$ cat config.mk
export PLATFORM = sky130hd
export DESIGN_NAME = bus_serial_tx
export DESIGN_NICKNAME = d
export VERILOG_FILES = /design/src/rtl/bus_serial_tx.sv
export SDC_FILE = /design/constraint.sdc
export NUM_CORES = 1
export LEC_CHECK = 0
export CAP_MARGIN = 20
export CORE_UTILIZATION = 40
export CTS_BUF_LIST = sky130_fd_sc_hd__clkbuf_8 sky130_fd_sc_hd__clkbuf_16
export CTS_CLUSTER_DIAMETER = 80
export CTS_CLUSTER_SIZE = 12
export DETAILED_ROUTE_END_ITERATION = 10
export HOLD_SLACK_MARGIN = 0.08
export PLACE_DENSITY = 0.71
export SYNTH_ARGS = -nofsm -noshare
export SYNTH_HDL_FRONTEND = slang
export SYNTH_SLANG_ARGS = --single-unit
$ cat constraint.sdc
create_clock -name clk -period 3.75 [get_ports clk]
set_clock_uncertainty 0.05 [all_clocks]
set_input_delay 0.9375 -clock clk [delete_from_list [all_inputs] [get_ports clk]]
set_output_delay 0.9375 -clock clk [all_outputs]
set_load 0.1 [all_outputs]
$ cat src/rtl/bus_serial_tx.sv
// Serializes a captured address and data word onto two LSB-first serial lines
// with a per-bit ready handshake; every output is a flop.
module bus_serial_tx #(
    parameter int ADDR_WIDTH = 12,
    parameter int DATA_WIDTH = 8
) (
    input  logic                  clk,
    input  logic                  reset,
    input  logic                  start,
    input  logic [ADDR_WIDTH-1:0] address,
    input  logic [DATA_WIDTH-1:0] data_in,
    input  logic                  ready,
    output logic                  tx_address,
    output logic                  tx_data,
    output logic                  addr_valid,
    output logic                  data_valid,
    output logic                  busy,
    output logic                  done
);

    localparam int MAX_W = (ADDR_WIDTH > DATA_WIDTH) ? ADDR_WIDTH : DATA_WIDTH;
    localparam int IDX_W = (MAX_W > 1) ? $clog2(MAX_W) : 1;
    localparam logic [IDX_W-1:0] ADDR_LAST = IDX_W'(ADDR_WIDTH - 1);
    localparam logic [IDX_W-1:0] DATA_LAST = IDX_W'(DATA_WIDTH - 1);

    typedef enum logic [1:0] {
        IDLE,
        ADDR,
        DATA,
        DONE
    } state_e;

    state_e                  state_q, state_d;
    logic [IDX_W-1:0]        idx_q, idx_d;
    logic [ADDR_WIDTH-1:0]   addr_shift_q, addr_shift_d;
    logic [DATA_WIDTH-1:0]   data_shift_q, data_shift_d;
    logic                    tx_address_q, tx_address_d;
    logic                    tx_data_q, tx_data_d;
    logic                    addr_valid_q, addr_valid_d;
    logic                    data_valid_q, data_valid_d;
    logic                    busy_q, busy_d;
    logic                    done_q, done_d;
    logic [ADDR_WIDTH-1:0]   addr_sel;
    logic [DATA_WIDTH-1:0]   data_sel;

    always_comb begin
        state_d      = state_q;
        idx_d        = idx_q;
        addr_shift_d = addr_shift_q;
        data_shift_d = data_shift_q;

        case (state_q)
            IDLE: begin
                if (start) begin
                    addr_shift_d = address;
                    data_shift_d = data_in;
                    idx_d        = '0;
                    state_d      = ADDR;
                end
            end
            ADDR: begin
                if (ready) begin
                    if (idx_q == ADDR_LAST) begin
                        idx_d   = '0;
                        state_d = DATA;
                    end else begin
                        idx_d = idx_q + 1'b1;
                    end
                end
            end
            DATA: begin
                if (ready) begin
                    if (idx_q == DATA_LAST) begin
                        idx_d   = '0;
                        state_d = DONE;
                    end else begin
                        idx_d = idx_q + 1'b1;
                    end
                end
            end
            DONE: begin
                state_d = IDLE;
            end
            default: begin
                state_d = IDLE;
                idx_d   = '0;
            end
        endcase

        // Outputs are decoded from the next state so the flops present the
        // bit for the cycle the FSM is entering, keeping them input-isolated.
        addr_sel     = addr_shift_d >> idx_d;
        data_sel     = data_shift_d >> idx_d;
        addr_valid_d = (state_d == ADDR);
        data_valid_d = (state_d == DATA);
        tx_address_d = addr_valid_d & addr_sel[0];
        tx_data_d    = data_valid_d & data_sel[0];
        busy_d       = (state_d != IDLE);
        done_d       = (state_d == DONE);
    end

    always_ff @(posedge clk) begin
        if (reset) begin
            state_q      <= IDLE;
            idx_q        <= '0;
            addr_shift_q <= '0;
            data_shift_q <= '0;
            tx_address_q <= 1'b0;
            tx_data_q    <= 1'b0;
            addr_valid_q <= 1'b0;
            data_valid_q <= 1'b0;
            busy_q       <= 1'b0;
            done_q       <= 1'b0;
        end else begin
            state_q      <= state_d;
            idx_q        <= idx_d;
            addr_shift_q <= addr_shift_d;
            data_shift_q <= data_shift_d;
            tx_address_q <= tx_address_d;
            tx_data_q    <= tx_data_d;
            addr_valid_q <= addr_valid_d;
            data_valid_q <= data_valid_d;
            busy_q       <= busy_d;
            done_q       <= done_d;
        end
    end

    assign tx_address = tx_address_q;
    assign tx_data    = tx_data_q;
    assign addr_valid = addr_valid_q;
    assign data_valid = data_valid_q;
    assign busy       = busy_q;
    assign done       = done_q;

endmodule

==> results of run 1 <==
[power groups by stage]
stage          logic (uW)  clock network (uW)  registers [uW]
3_3_place_gp          122                   0             373
2_1_floorplan        72.6                   0             385
5_1_grt               135                 354             367
3_5_place_dp          124                   0             374
6_report              123                 327             366
4_1_cts               124                 334             366
[path summary, 6_finish.rpt]
path	from	end	slack [ns]
min	addr_shift_q[3]	addr_shift_q[3]	0.40
max	start	tx_address	0.88
max reg2reg	state_q[0]	tx_data	1.39
min reg2reg	addr_shift_q[3]	addr_shift_q[3]	0.40
[stage by stage]
stage          hold WS, ns  std cells  utilization [%]  power, uW
4_1_cts             0.4068        264            51.76      824.3
3_3_place_gp        0.3886        256            48.96      495.0
2_1_floorplan       0.3818        187                -      457.9
3_5_place_dp        0.3974        256            48.96      497.1
6_report            0.4022        264            51.76      815.4
5_1_grt             0.4155        264            51.76      855.8
[layout by cell type (no fill, tap or decap), types with 4 or more instances in the layout]
master,n
nor2b_1,4
clkdlybuf4s50_1,29
a21boi_0,5
nand3b_1,4
nand2_1,25
clkbuf_8,5
a211oi_1,4
a21oi_1,12
o21ai_0,5
mux2i_1,14
nor2_1,21
dfxtp_1,32
[critical path, cell delays in order]
cell and delay [ns]:
clkdlybuf4s50_1 0.59, nor3b_4 0.22, buf_4 0.31, mux2i_1 0.15
a21boi_0 0.14, a211o_1 0.29, a211o_1 0.29, a31oi_1 0.12
[flip-flops by register name, indices dropped and copies added (netlist names)]
signal,flops
busy,1
tx_address,1
state_q,2
done,1
data_shift_q,8
addr_valid,1
addr_shift_q,12
data_valid,1
tx_data,1
idx_q,4
[per-layer routing]
layer	share of wire, %	wire, um
met1	47	1594
met2	46	1551
met3	4.6	156
met4	1.6	53
met5	0	0
[final cells by class]
cell class                      instances  area, sq um
Clock buffer                            5        68.82
Clock inverter                          3        42.54
Fill cell                             404         1916
Inverter                                3        11.26
Multi-Input combinational cell        140        924.6
Sequential cell                        32        640.6
Tap cell                               50        62.56
Timing Repair Buffer                   31        305.3
[kinds of logic (layout without fill, tap and decap cells)]
group                    Yosys count  in the layout
AND/OR/NAND/NOR                   74             74
AO/OA/AOI/OAI                     48             48
flip-flops                        32             32
multiplexers                      16             16
buffers and inverters             15             42
adder cells (fa/ha/maj)            2              2
[synth_stat cells (3+ instances only)]
cell type	count
a211o_1	3
a211oi_1	4
a21boi_0	5
a21oi_1	12
a22oi_1	3
a31oi_1	3
buf_2	5
buf_6	3
dfxtp_1	32
inv_1	3
mux2i_1	14
nand2_1	25
nand2b_1	3
nand3_1	3
nand3b_1	4
nor2_1	21
nor2b_1	4
o21ai_0	5
==> impl_results.md, run 1 <==
- Drt pass-1 iters: 4
- Unique masters post-synth: 47
- Power share of the sequential group: 44.8%
- Fmax: 0.3484 GHz
- Hold_buf cts: 0
- Initial core utilization: a little over two fifths
- CTS buffer count: 5
- Switching Fraction: 25.12%
- Reg clk slew, reported paths: 0.07 ns
- Ant. Diodes: 0
- Layout cells sized above 1: 7.944%
- Synthesized net count: 212
- Largest net degree at the start of global routing: 23
- Core area: 3971 sq um
- Top post-synthesis cells by area: dfxtp_1 39%, mux2i_1 8.5%, nand2_1 5.7%, nor2_1 4.8%, a21oi_1 3.6%
- Synth async-reset ratio: 0%
- Leakage power: ~0.0008 uW
- Worst hold path class: reg -> reg
- Crit path kind: in -> reg
- Row Count: 23
- Net Switching: 204.9 uW
- Vias per inst: roughly 5.3
- DRC marker count from the first detailed-route iteration: 102
- Total GRT Usage: 17.24%
- Number of synthesized flops with an enable pin: 0
- Worst slew margin: 35.77%
- Clock power frac: 40.1%
- CTS tree: done
- Avg Synthesized Cell Area: a little under 9 sq um
- First-pass GRT wire length: 5595 um
- Synth Register Bits: 32
- Post-CTS setup buffer count: 0
- Post-Synth Simple-Gate Area: between 20% and 30%
- Status: finished, final reports clean
- # DRC: 0
- IO Pins: 30
- Mapped Cells: 187
- Final Hold Fails: 0
- GPL Wtd Cong: 0.8111
- Top-area cell type share of the netlist area: 38.73%
- Maximum root-to-sink buffer count: 2
- Crit path DAT: 3.04 ns
- R2r worst-path depth: 6
- Sequential-to-total area share from yosys stat: 38.73%
- Crit path launch type: input pin
- Vias in the first global route: 1,241
- Yosys warning count: 0
- Setup TNS: 0 ns
- Gate power share: 15.0%
- Post-synth top area cell: dfxtp_1
- Chip height: ~66 um
- Worst ir drop on vdd: 0.2922 mV
- Cell Int Power: 610.6 uW
- Combinational family with the most area after synthesis: simple AND/OR/NAND/NOR gates
- Pre-CTS setup slack: 0.5182 ns
- Final worst-path setup slack: 0.8794 ns
- Pins Over Slew Limit: 0
- Total die area: 4396 sq um
- Hold Crit Depth: 2
- Avg WL per Cell: 12.71 um
- Die width: ~66 um
- Crit-path max FO: 22
- Final ANT Viol Nets: 0
- Crit path capture type: flop
- Post-synthesis xor/xnor area fraction: 0%
- Setup violators final: 0
- Compound-cell area share of the yosys netlist: 21.33%
- Port-buffer cells: 29
- Layout Nets: 238
- Clk Tree Root Cell: clkbuf_8
- H-Tree Depth: 2
- Max-Cap Viols: 0
- Post-Synth Adder-Cell Area: 1.362%
- Pwr dens: 396.7 nW/um^2
- Grt met1 use: between 20% and 30%
- Drt total wl: approximately 3400 um
- Total grt overflow: 0
- Fin crit share: approximately three quarters
- Dpl hpwl: ~2500 um
- Clock sink count: 32
- Syn Std Cell Area: roughly 1700 sq um
- CP Data Required Time: 3.92 ns
- Met2 Resource Use GR: approximately 28%
- Post-route cell area: between 2000 and 2500 sq um
- M3 GR Usage: 6.034%
- Clk Latency, worst-skew pair: 0.29 ns
- Mux cell area share after synthesis: 9.985%
- Dpl cell area: roughly 1900 sq um
- Vias: 1,388
- Worst-margin pin slew: ~0.96 ns
- Initial antenna violation count: 0
- Unrepaired setup endpoints after global routing: false
- # resized after CTS: 0
- Area delta synth->final: 24.28%
- Period minus WS final: 2.871 ns
- GRT busiest layer: met2
- Synth Flop Type: dfxtp_1
Note: power is estimated with default switching activity, not from simulation.
==> run 2, diff against run 1 <==
--- a/config.mk
+++ b/config.mk
@@ -12,7 +12,7 @@
 export CTS_CLUSTER_SIZE = 12
 export DETAILED_ROUTE_END_ITERATION = 10
 export HOLD_SLACK_MARGIN = 0.08
-export PLACE_DENSITY = 0.71
+export PLACE_DENSITY = 0.73
 export SYNTH_ARGS = -nofsm -noshare
 export SYNTH_HDL_FRONTEND = slang
 export SYNTH_SLANG_ARGS = --single-unit
==> constraint.sdc (replaced) <==
create_clock -name clk -period 2.4 [get_ports clk]
set_clock_uncertainty 0.05 [all_clocks]
set_input_delay 0.6 -clock clk [delete_from_list [all_inputs] [get_ports clk]]
set_output_delay 0.6 -clock clk [all_outputs]
set_load 0.1 [all_outputs]
==> run 2 against run 1 <==
Non-clock buffer count up 26. Clock-buffer cell count up 1. Critical endpoint unchanged. Critical path type unchanged. Clock power up 26%. Via count up 8.8%. Critical path depth up 1. Sequential cell count unchanged. Highest routed layer unchanged. Setup slack worse by 0.78 ns. Hold slack better by 0.0036 ns. First-iteration DRC count down 12%. Cell area up 9.6%. Global-route usage up 0.92 points. Largest cell class unchanged.
==> impl_results.md, run 2 (same netlist as run 1, synthesis figures left out) <==
- Status: finished, final reports clean
- CTS buffer count: 5
- Clock sink count: 32
- Area delta synth->final: 36.16%
- Total grt overflow: 0
- Fmax: 0.4348 GHz
- Dpl hpwl: 2695 um
- R2R Path End: tx_data
- Port-buffer cells: 29
- H-Tree Depth: 2
- Crit-path max FO: 12
- Total GRT Usage: 18.16%
- Reg clk slew, reported paths: 0.06 ns
- Pins Over Slew Limit: 0
- Crit path kind: in -> reg
- Worst Hold Path EP: data_shift_q[5]
- Period minus WS final: 2.300 ns
- Final ANT Viol Nets: 0
- Crit path DAT: 2.46 ns
- Slack of the worst reg-to-reg path: roughly 0.21 ns
- Post-route cell area: 2252 sq um
- Setup violators final: 0
- Switching Fraction: roughly 25%
- Vias per inst: 5.207
- Layout Nets: around 260
- Largest registers: addr_shift_q (12), data_shift_q (8), idx_q (4)
- Initial antenna violation count: 0
- Net Switching: 308.5 uW
- Hold wc startpoint: data_shift_q[5]
- Chip height: about 66 um
- Worst hold path class: reg -> reg
- Leakage power: approximately 0.00094 uW
- Initial core utilization: 41.65%
- Pwr dens: 539.9 nW/um^2
- Avg WL per Cell: 12.32 um
- Worst ir drop on vdd: ~0.33 mV
- Drt pass-1 iters: 4
- Post-CTS setup buffer count: 0
- Fin crit share: 95.84%
- Largest register FFs: 12
- Largest net degree at the start of global routing: 24
- Row Count: 23
- Die width: between 60 and 70 um
- Dpl cell area: 2150 sq um
- Commonest non-fill, non-tap cell in the layout: dfxtp_1
- Max-Cap Viols: 0
- Crit path capture type: flop
- Clk Tree Root Cell: clkbuf_8
- CP Data Required Time: 2.56 ns
- Reg2reg start: idx_q[0]
- Final Util: 56.71%
- DRC marker count from the first detailed-route iteration: 90
- Power share of the sequential group: 46.9%
- Core area: 3971 sq um
- Drt total wl: 3572 um
- Layout cells sized above 1: 20.83%
- Register with the most flip-flops: addr_shift_q
- # resized after CTS: 0
- Hold_buf cts: 0
- Most frequent cells in the layout: 32 x dfxtp_1, 31 x buf_4, 25 x nand2_1
- Ant. Diodes: 0
- IO Pins: 30
- Hold Crit Depth: 2
- CTS tree: done
- Cell Int Power: a little over 900 uW
- Gate power share: 19.2%
- Crit path launch type: input pin
- Final Hold Fails: 0
- # DRC: 0
- Vias in the first global route: 1,381
- Total die area: about 4400 sq um
- Clock power frac: 33.8%
- Worst-margin pin slew: 0.4545 ns
- GPL Wtd Cong: around 0.84
- Clk Latency, worst-skew pair: 0.27 ns
- Vias: 1,510
- Min Hold Slack: 0.4058 ns
- Worst slew margin: 69.66%
- Maximum root-to-sink buffer count: 2
- R2r worst-path depth: 7
- First-pass GRT wire length: 6078 um
-- run 2: changes by cell type in the layout (fill, tap and decap cells not counted), sizes merged --
| cell | previous run | this run |
|---|---|---|
| clkdlybuf4s50 | 29 | 22 |
| buf | 2 | 34 |
| dlymetal6s2s | 0 | 1 |
| clkinv | 1 | 2 |
| clkbuf | 5 | 6 |
| clkinvlp | 1 | 0 |
| bufinv | 1 | 0 |
-- run 2: routing by layer --
layer | part of all wire, % | GRT usage [%]
met1 | 46 | 23.80
met2 | 48 | 28.70
met3 | 4.7 | 5.172
met4 | 1.2 | 5.319
met5 | 0 | 0
-- run 2: per-stage QoR --
stage | setup slack [ns] | setup TNS, ns | power, uW | std cells
after floorplan | 0.2699 | 0 | 715.4 | 187
after global placement | -0.1678 | -0.3347 | 810.9 | 282
after detailed placement | -0.1907 | -0.3784 | 814.5 | 282
after CTS | 0.07872 | 0 | 1224 | 290
after global routing | -0.005137 | -0.006505 | 1273 | 290
final | 0.09988 | 0 | 1216 | 290
-- run 2: cell type report --
class | instances | area, sq um
Timing Repair Buffer | 57 | 516.7
Clock inverter | 2 | 10.01
Multi-Input combinational cell | 140 | 928.4
Sequential cell | 32 | 640.6
Clock buffer | 6 | 82.58
Inverter | 3 | 11.26
Fill cell | 366 | 1719
Tap cell | 50 | 62.56
-- run 2: how the worst max path moves through the flow --
stage,from,to,slack (ns),cells past startpoint
2_1_floorplan,ready,tx_address,0.27,8
3_3_place_gp,ready,tx_data,-0.17,9
3_5_place_dp,ready,tx_data,-0.19,8
4_1_cts,start,tx_address,0.08,8
5_1_grt,ready,tx_data,-0.005,9
6_report,ready,tx_address,0.1,9
-- run 2: power by group through the flow --
stage	registers, uW	logic (uW)	clock network, uW
detailed placement	582	233	0
global route	573	254	446
finish	571	234	411
global placement	581	230	0
CTS	570	234	420
floorplan	602	113	0
-- run 2: worst max-delay path: stages --
cell and delay [ns]:
clkdlybuf4s50_1 0.47, buf_6 0.14, nand2_1 0.07, maj3_1 0.36, a22oi_1 0.19, buf_4 0.16, nand2_1 0.08, a211o_1 0.28
a31oi_1 0.12
